[src/rtl/blood_monitor_pkg.sv]
// Shared state encoding and widths for the blood alarm controller.
package blood_monitor_pkg;
    localparam int STATE_W = 2;
    localparam int STATS_W = 8;

    typedef enum logic [STATE_W-1:0] {
        NORMAL   = 2'd0,
        SUSPECT  = 2'd1,
        ALARM    = 2'd2,
        SILENCED = 2'd3
    } state_t;
endpackage

[src/rtl/sat_counter.sv]
// Saturating up-counter with synchronous clear; clear wins over increment.
module sat_counter #(
    parameter int WIDTH = 4
) (
    input  logic             clk,
    input  logic             rst,
    input  logic             inc,
    input  logic             clr,
    output logic [WIDTH-1:0] count
);
    logic [WIDTH-1:0] r_count;

    always_ff @(posedge clk or posedge rst) begin
        if (rst)
            r_count <= '0;
        else if (clr)
            r_count <= '0;
        else if (inc && (r_count != {WIDTH{1'b1}}))
            r_count <= r_count + 1'b1;
    end

    assign count = r_count;
endmodule

[src/rtl/blood_alarm_controller.sv]
// Confirms persistent blood abnormality, raises and latches a nurse alarm.
// Optional BLOOD_ALARM_STATS_EN adds a saturating alarm-entry counter output.
module blood_alarm_controller
    import blood_monitor_pkg::*;
#(
    parameter int CONFIRM_COUNT = 3,
    parameter int CLEAR_COUNT   = 4,
    parameter int CNT_W         = 4
) (
    input  logic               clk,
    input  logic               rst,
    input  logic               sampleValid,
    input  logic               bloodAbnormality,
    input  logic               alarmAck,
    output logic               alarm,
    output logic               alarmPulse,
    output logic               alarmActive,
    output logic [CNT_W-1:0]   abnormalStreak,
`ifdef BLOOD_ALARM_STATS_EN
    output logic [STATS_W-1:0] alarmEventCount,
`endif
    output logic [STATE_W-1:0] monitorState
);
    localparam logic [CNT_W-1:0] CONF_TH  = CNT_W'(CONFIRM_COUNT);
    localparam logic [CNT_W-1:0] CLEAR_TH = CNT_W'(CLEAR_COUNT);

    state_t           r_state;
    state_t           w_nxt;
    logic             r_alarm, r_pulse, r_active;
    logic             w_abn, w_nrm;
    logic [CNT_W-1:0] w_clr_streak;
    logic [CNT_W-1:0] w_abn_nxt, w_clr_nxt;
    logic             w_conf_hit, w_clear_hit, w_enter_alarm;

    assign w_abn = sampleValid &  bloodAbnormality;
    assign w_nrm = sampleValid & ~bloodAbnormality;

    sat_counter #(.WIDTH(CNT_W)) u_abn_streak (
        .clk(clk), .rst(rst), .inc(w_abn), .clr(w_nrm), .count(abnormalStreak)
    );

    sat_counter #(.WIDTH(CNT_W)) u_clr_streak (
        .clk(clk), .rst(rst), .inc(w_nrm), .clr(w_abn), .count(w_clr_streak)
    );

    // Thresholds are judged on the value the counter will hold after this sample.
    assign w_abn_nxt   = (abnormalStreak == {CNT_W{1'b1}}) ? abnormalStreak : abnormalStreak + 1'b1;
    assign w_clr_nxt   = (w_clr_streak   == {CNT_W{1'b1}}) ? w_clr_streak   : w_clr_streak + 1'b1;
    assign w_conf_hit  = (w_abn_nxt >= CONF_TH);
    assign w_clear_hit = (w_clr_nxt >= CLEAR_TH);

    always_comb begin
        w_nxt = r_state;
        case (r_state)
            NORMAL:   if (w_abn) w_nxt = w_conf_hit ? ALARM : SUSPECT;
            SUSPECT:  if (w_abn && w_conf_hit) w_nxt = ALARM;
                      else if (w_nrm)          w_nxt = NORMAL;
            // Clearing beats a simultaneous acknowledge.
            ALARM:    if (w_nrm && w_clear_hit) w_nxt = NORMAL;
                      else if (alarmAck)        w_nxt = SILENCED;
            SILENCED: if (w_nrm && w_clear_hit) w_nxt = NORMAL;
            default:  w_nxt = NORMAL;
        endcase
    end

    assign w_enter_alarm = (w_nxt == ALARM) && (r_state != ALARM);

    always_ff @(posedge clk or posedge rst) begin
        if (rst) begin
            r_state  <= NORMAL;
            r_alarm  <= 1'b0;
            r_pulse  <= 1'b0;
            r_active <= 1'b0;
        end else begin
            r_state  <= w_nxt;
            r_alarm  <= (w_nxt == ALARM);
            r_pulse  <= w_enter_alarm;
            r_active <= (w_nxt == ALARM) || (w_nxt == SILENCED);
        end
    end

`ifdef BLOOD_ALARM_STATS_EN
    sat_counter #(.WIDTH(STATS_W)) u_evt_cnt (
        .clk(clk), .rst(rst), .inc(w_enter_alarm), .clr(1'b0), .count(alarmEventCount)
    );
`endif

    assign alarm        = r_alarm;
    assign alarmPulse   = r_pulse;
    assign alarmActive  = r_active;
    assign monitorState = r_state;
endmodule

[config.mk]
export PLATFORM = sky130hd
export DESIGN_NAME = blood_alarm_controller
export DESIGN_NICKNAME = d
export VERILOG_FILES = /design/src/rtl/blood_monitor_pkg.sv /design/src/rtl/sat_counter.sv /design/src/rtl/blood_alarm_controller.sv
export SDC_FILE = /design/constraint.sdc
export NUM_CORES = 1
export LEC_CHECK = 0
export BUFFER_PORTS_ARGS = -buffer_cell sky130_fd_sc_hd__buf_2
export CORE_MARGIN = 5
export CORE_UTILIZATION = 52
export CTS_CLUSTER_SIZE = 30
export DETAILED_ROUTE_END_ITERATION = 8
export GPL_ROUTABILITY_DRIVEN = 0
export MAX_ROUTING_LAYER = met4
export PLACE_DENSITY = 0.76
export RECOVER_POWER = 50
export REMOVE_ABC_BUFFERS = 1
export SLEW_MARGIN = 10
export SYNTH_ARGS = -nofsm -noshare
export SYNTH_HDL_FRONTEND = slang
export SYNTH_SLANG_ARGS = --single-unit
[constraint.sdc]
create_clock -name clk -period 2.2 [get_ports clk]
set_input_delay 0.55 -clock clk [delete_from_list [all_inputs] [get_ports clk]]
set_output_delay 0.55 -clock clk [all_outputs]
set_load 0.01 [all_outputs]
# Word-level counts from Yosys, hierarchy flattened
# Index checks and enable logic that the tools add are counted.
# W data, S select, Z words.
[totals]
register_bits = 13
latchBits = 0
mem_bits_rw = 0
romBits = 0
output_inout_bits = 9
elab_cells = 46
mem_count = 0
[op_classes]
addsub = 2
n_mul = 0
n_div = 0
order_cmp = 2
eq_ne = 10
shifts = 0
n_mux = 14
bitwise = 3
reduce_logical = 9
[op_table]
columns = ["cell", "n"]
rows = [
  ["$mux W4", 6],
  ["$mux W2", 7],
  ["$add A4 B1 Y4 const B", 2],
  ["$eq A2 B2 Y1 const B", 4],
  ["$eq A4 B4 Y1 const B", 2],
  ["$ne A4 B4 Y1 const B", 2],
  ["$pmux W2 S4", 1],
  ["$logic_and A1 B1 Y1", 5],
  ["$ge A4 B2 Y1 const B", 1],
  ["$ge A4 B3 Y1 const B", 1],
  ["$reduce_bool A2 Y1", 2],
  ["$and A1 B1 Y1", 2],
  ["$eq A2 B1 Y1 const B", 1],
  ["$logic_not A2 Y1", 1],
  ["$ne A2 B2 Y1 const B", 1],
  ["$logic_or A1 B1 Y1", 1],
  ["$not A1 Y1", 1],
]

# Logic depth before layout (Yosys ltp)
[logic_depth]
depth_word = 8
mapped_depth = 6
ltp_nobuf = 6

# Hierarchy
# Synthesis repeated with hierarchy kept, for this count alone.
[hier_totals]
cells_unflattened = 67
hier_area_um2 = 748.2
[modules_own_cells]
columns = ["module", "n_inst", "cells_each", "area_per_inst_um2"]
rows = [
  ["sat_counter", 2, 21, 230.2],
  ["blood_alarm_controller", 1, 25, 287.8],
]

# Worst setup path after synthesis
# Ideal clock, no wire load.
[synth_timing]
path_type = "register to register"
startpoint = "register u_abn_streak.r_count[0], in the netlist u_abn_streak.count[0]"
endpoint = "register r_alarm, in the netlist alarm"
setup_ns = 0.131
t_arrival_ns = 1.502
slack_ns = 0.567
path_stages_with_launch = 6
path_cell_list = "dfrtp_1 ha_1 a21oi_4 o21ai_2 a311o_1 nor2b_1"
[synth_between]
elab_chain_cells = 7
word_cells_on_any_way = 10
[synth_rtl]
columns = ["item", "line", "rtl"]
rows = [
  ["start: declaration", "sat_counter.sv:11", "logic [WIDTH-1:0] r_count;"],
  ["start signal: assignment", "sat_counter.sv:19", "r_count <= r_count + 1'b1;"],
  ["$add A4 B1 Y4 or $eq A4 B4 Y1 (tied branches)", "blood_alarm_controller.sv:47", "assign w_abn_nxt = (abnormalStreak == {CNT_W{1'b1}}) ? abnormalStreak : abnormalStreak + 1'b1;"],
  ["$mux W4 *", "blood_alarm_controller.sv:47", ""],
  ["$ge A4 B2 Y1 *", "blood_alarm_controller.sv:49", "assign w_conf_hit = (w_abn_nxt >= CONF_TH);"],
  ["$mux W2 or $logic_and A1 B1 Y1 (tied branches)", "blood_alarm_controller.sv:55, blood_alarm_controller.sv:56", ""],
  ["$mux W2, on equally long branches", "blood_alarm_controller.sv:55, blood_alarm_controller.sv:56", ""],
  ["$pmux W2 S4 *", "blood_alarm_controller.sv:54", "case (r_state)"],
  ["via w_nxt[1]", "blood_alarm_controller.sv:28", "state_t w_nxt;"],
  ["$eq A2 B2 Y1 *", "blood_alarm_controller.sv:76", "r_alarm <= (w_nxt == ALARM);"],
  ["end signal: assignment", "blood_alarm_controller.sv:76", ""],
  ["end: declaration", "blood_alarm_controller.sv:29", "logic r_alarm, r_pulse, r_active;"],
]
# The timed path passes the listed nets; every way through them passes the cells marked *.
# A chain may end at the register's enable or synchronous reset.

# Worst setup path after layout
# Ends and elaborated chain as after synthesis.

==> impl_results.md <==
- Power Dens Cells: 715 nW/um2
- Relative slew slack: 0.658
- Crit Reg-Reg Endpoint: alarm
- Least-Margin Pin Slew: 513 ps
- Layout cells sized above 1: 0.236
- Die area: 2220 um2
- Crit path max fanout: 6
- Cts hold-fix bufs: 0
- DP Area: between 700 and 800 um2
- CTS tree: yes
- Root buf cell: clkbuf_4
- Post-synthesis sequential area ratio: 0.455
- Die width: between 40 and 50 um
- Vias/cell: 5.89
- DP Cell Count: 100
- CP Launch Type: flop
- Port bufs: 13
- RSZ-0062 raised after global routing: no
- Period utilization: 0.773
- Outcome: finished, final reports clean
- Initial DRC count: 8
- Post-route DRC: 0
- Setup slack, reg-to-reg: 500 ps
- Cell Chain, Critical Path: ha_1 > a21oi_4 > o21ai_2 > a311o_1 > nor2b_1
- Max Cap Viol: 0
- Commonest non-fill, non-tap cell in the layout: dfrtp_1
- First-pass GRT wire length: between 2000 and 2500 um
- R2R depth: 5
- Reg clk slew, reported paths: 80 ps
- # diodes: 0
- Yosys warnings: 0
- CORE AREA: 1300 um2
- Final Power: 575 uW
- Utilization after layout: 0.617
- CTS Buf Count: 3
- Cell Area, Synth: 716 um2
- Layout area overhead: 12.2%
- Latest clock arrival within the worst-skew pair: between 200 and 300 ps
- Bufs on Longest Clock Path: 2
- M2 GR Usage: 0.241
- CP peak stage delay: 450 ps
- Via count: a little over 600
- Setup TNS: 0 ps
- Slowest-stage cell, CP: dfrtp_1
- Tot GR Track Use: 0.165
- Crit Path Category: reg2reg
- Dpl hpwl: 1010 um
- Post-CTS Repair Setup Buffers: 0
- Max-slew violations: 0
- Worst r2r src: u_abn_streak.count[0]
- Post-synthesis cell count: 75
- Core Rows: 13
- Most frequent cells in the layout: dfrtp_1, buf_2, a21oi_1
- Fmax: 588 MHz
- Final non-filler cell total: 104
- Ports: 14
- Post-Layout Inst Area: 803 um2
- Setup-failing EPs final: 0
- Vias in the first global route: 570
- Hold Crit Class: in2async
- Initial core utilization: 0.550
- Global routing's busiest layer: met2
- Fin nets: 97
- DRT Pass-1 Iters: 4
- Setup crit end kind: flop
- H-tree Lvls: 1
- Pin count of the biggest net entering global routing: 20
- WP data arrival: 1850 ps
- Post-cts sizing count: 0
- Syn avg cell area: 9.54 um2
- Total wire length: roughly 1400 um
- Cell variety after synth: 29
- Die height: roughly 47 um
- Antenna Nets Post-Route: 0
- Worst path required time: 2350 ps
- Synthesized flop and latch total: 13
- Peak supply drop: about 0.44 mV
- Total clock sinks: 13
- GRT met3 Usage: 0.0230
- Leak Pwr: 0.359 nW
- Final hold violation count: 0
- Average wire per standard cell: 13.2 um
- Skew final: 5.08 ps
- Min cycle time layout: 1700 ps
- Initial antenna violation count: 0
- GRT met1 Usage: 0.222
- Congestion Overflow GR: 0
[state kept, by name, summed over array words and instances (netlist names)]
name and flops:
alarm 1, alarmActive 1, alarmPulse 1, monitorState 2, u_abn_streak.count 4, u_clr_streak.count 4
[critical path, delay by kind of cell, from the launching register on]
kind / cells / cell delay (ps)
AO/OA/AOI/OAI: 3 / 620
adder cells (fa/ha/maj): 1 / 370
flip-flops: 1 / 450
AND/OR/NAND/NOR: 1 / 130
[layer usage]
metal / wire length [um] / share of wire
met3: 53 / 0.039
met5: 0 / 0
met4: 23 / 0.017
met1: 613 / 0.45
met2: 683 / 0.50
[synth_stat cells, drive strengths merged]
library cell / n / area (um2)
a21oi: 13 / 80.1
dfrtp: 13 / 325
o21ai: 8 / 43.8
inv: 6 / 22.5
nand2: 4 / 17.5
and3: 3 / 18.8
nand3: 3 / 15.0
nor2: 3 / 11.3
nor2b: 3 / 18.8
a311o: 2 / 21.3
buf: 2 / 15.0
ha: 2 / 25.0
o22ai: 2 / 12.5
a21boi: 1 / 7.51
a22o: 1 / 8.76
a41oi: 1 / 8.76
clkbuf: 1 / 3.75
mux2: 1 / 11.3
nand2b: 1 / 6.26
nand3b: 1 / 7.51
nor3b: 1 / 7.51
o211a: 1 / 10.0
o311ai: 1 / 8.76
or3b: 1 / 8.76
[worst max path at each step]
stage | startpoint | end
final | u_abn_streak.count[0] | alarm
after global routing | u_abn_streak.count[1] | alarm
after floorplan | u_abn_streak.count[0] | alarm
after CTS | u_abn_streak.count[0] | alarm
after global placement | sampleValid | alarm
after detailed placement | u_abn_streak.count[0] | alarm
[power breakdown]
part	switching (mW)	internal (mW)	total [mW]
sequential	0.0281	0.265	0.293
combinational	0.0736	0.0604	0.134
clock	0.0774	0.0703	0.148
[logic make-up after synthesis]
family,synth area share
AOI/OAI and AO/OA,0.281
muxes,0.0157
DFF,0.455
and+or+nand+nor,0.156
adders and majority gates,0.0350
buffers and inverters,0.0577
[area by class of cell]
class	instances	area (um2)
Fill cell	120	498
Multi-Input combinational cell	53	347
Sequential cell	13	325
Timing Repair Buffer	13	63.8
Clock buffer	4	26.3
Inverter	6	22.5
Tap cell	15	18.8
[stage by stage]
stage | setup WS, ps | hold WS, ps
after global routing | 405 | 326
after CTS | 499 | 307
after global placement | 523 | 543
final | 499 | 288
after floorplan | 567 | 427
after detailed placement | 517 | 539
(Power assumes the default switching activity.)
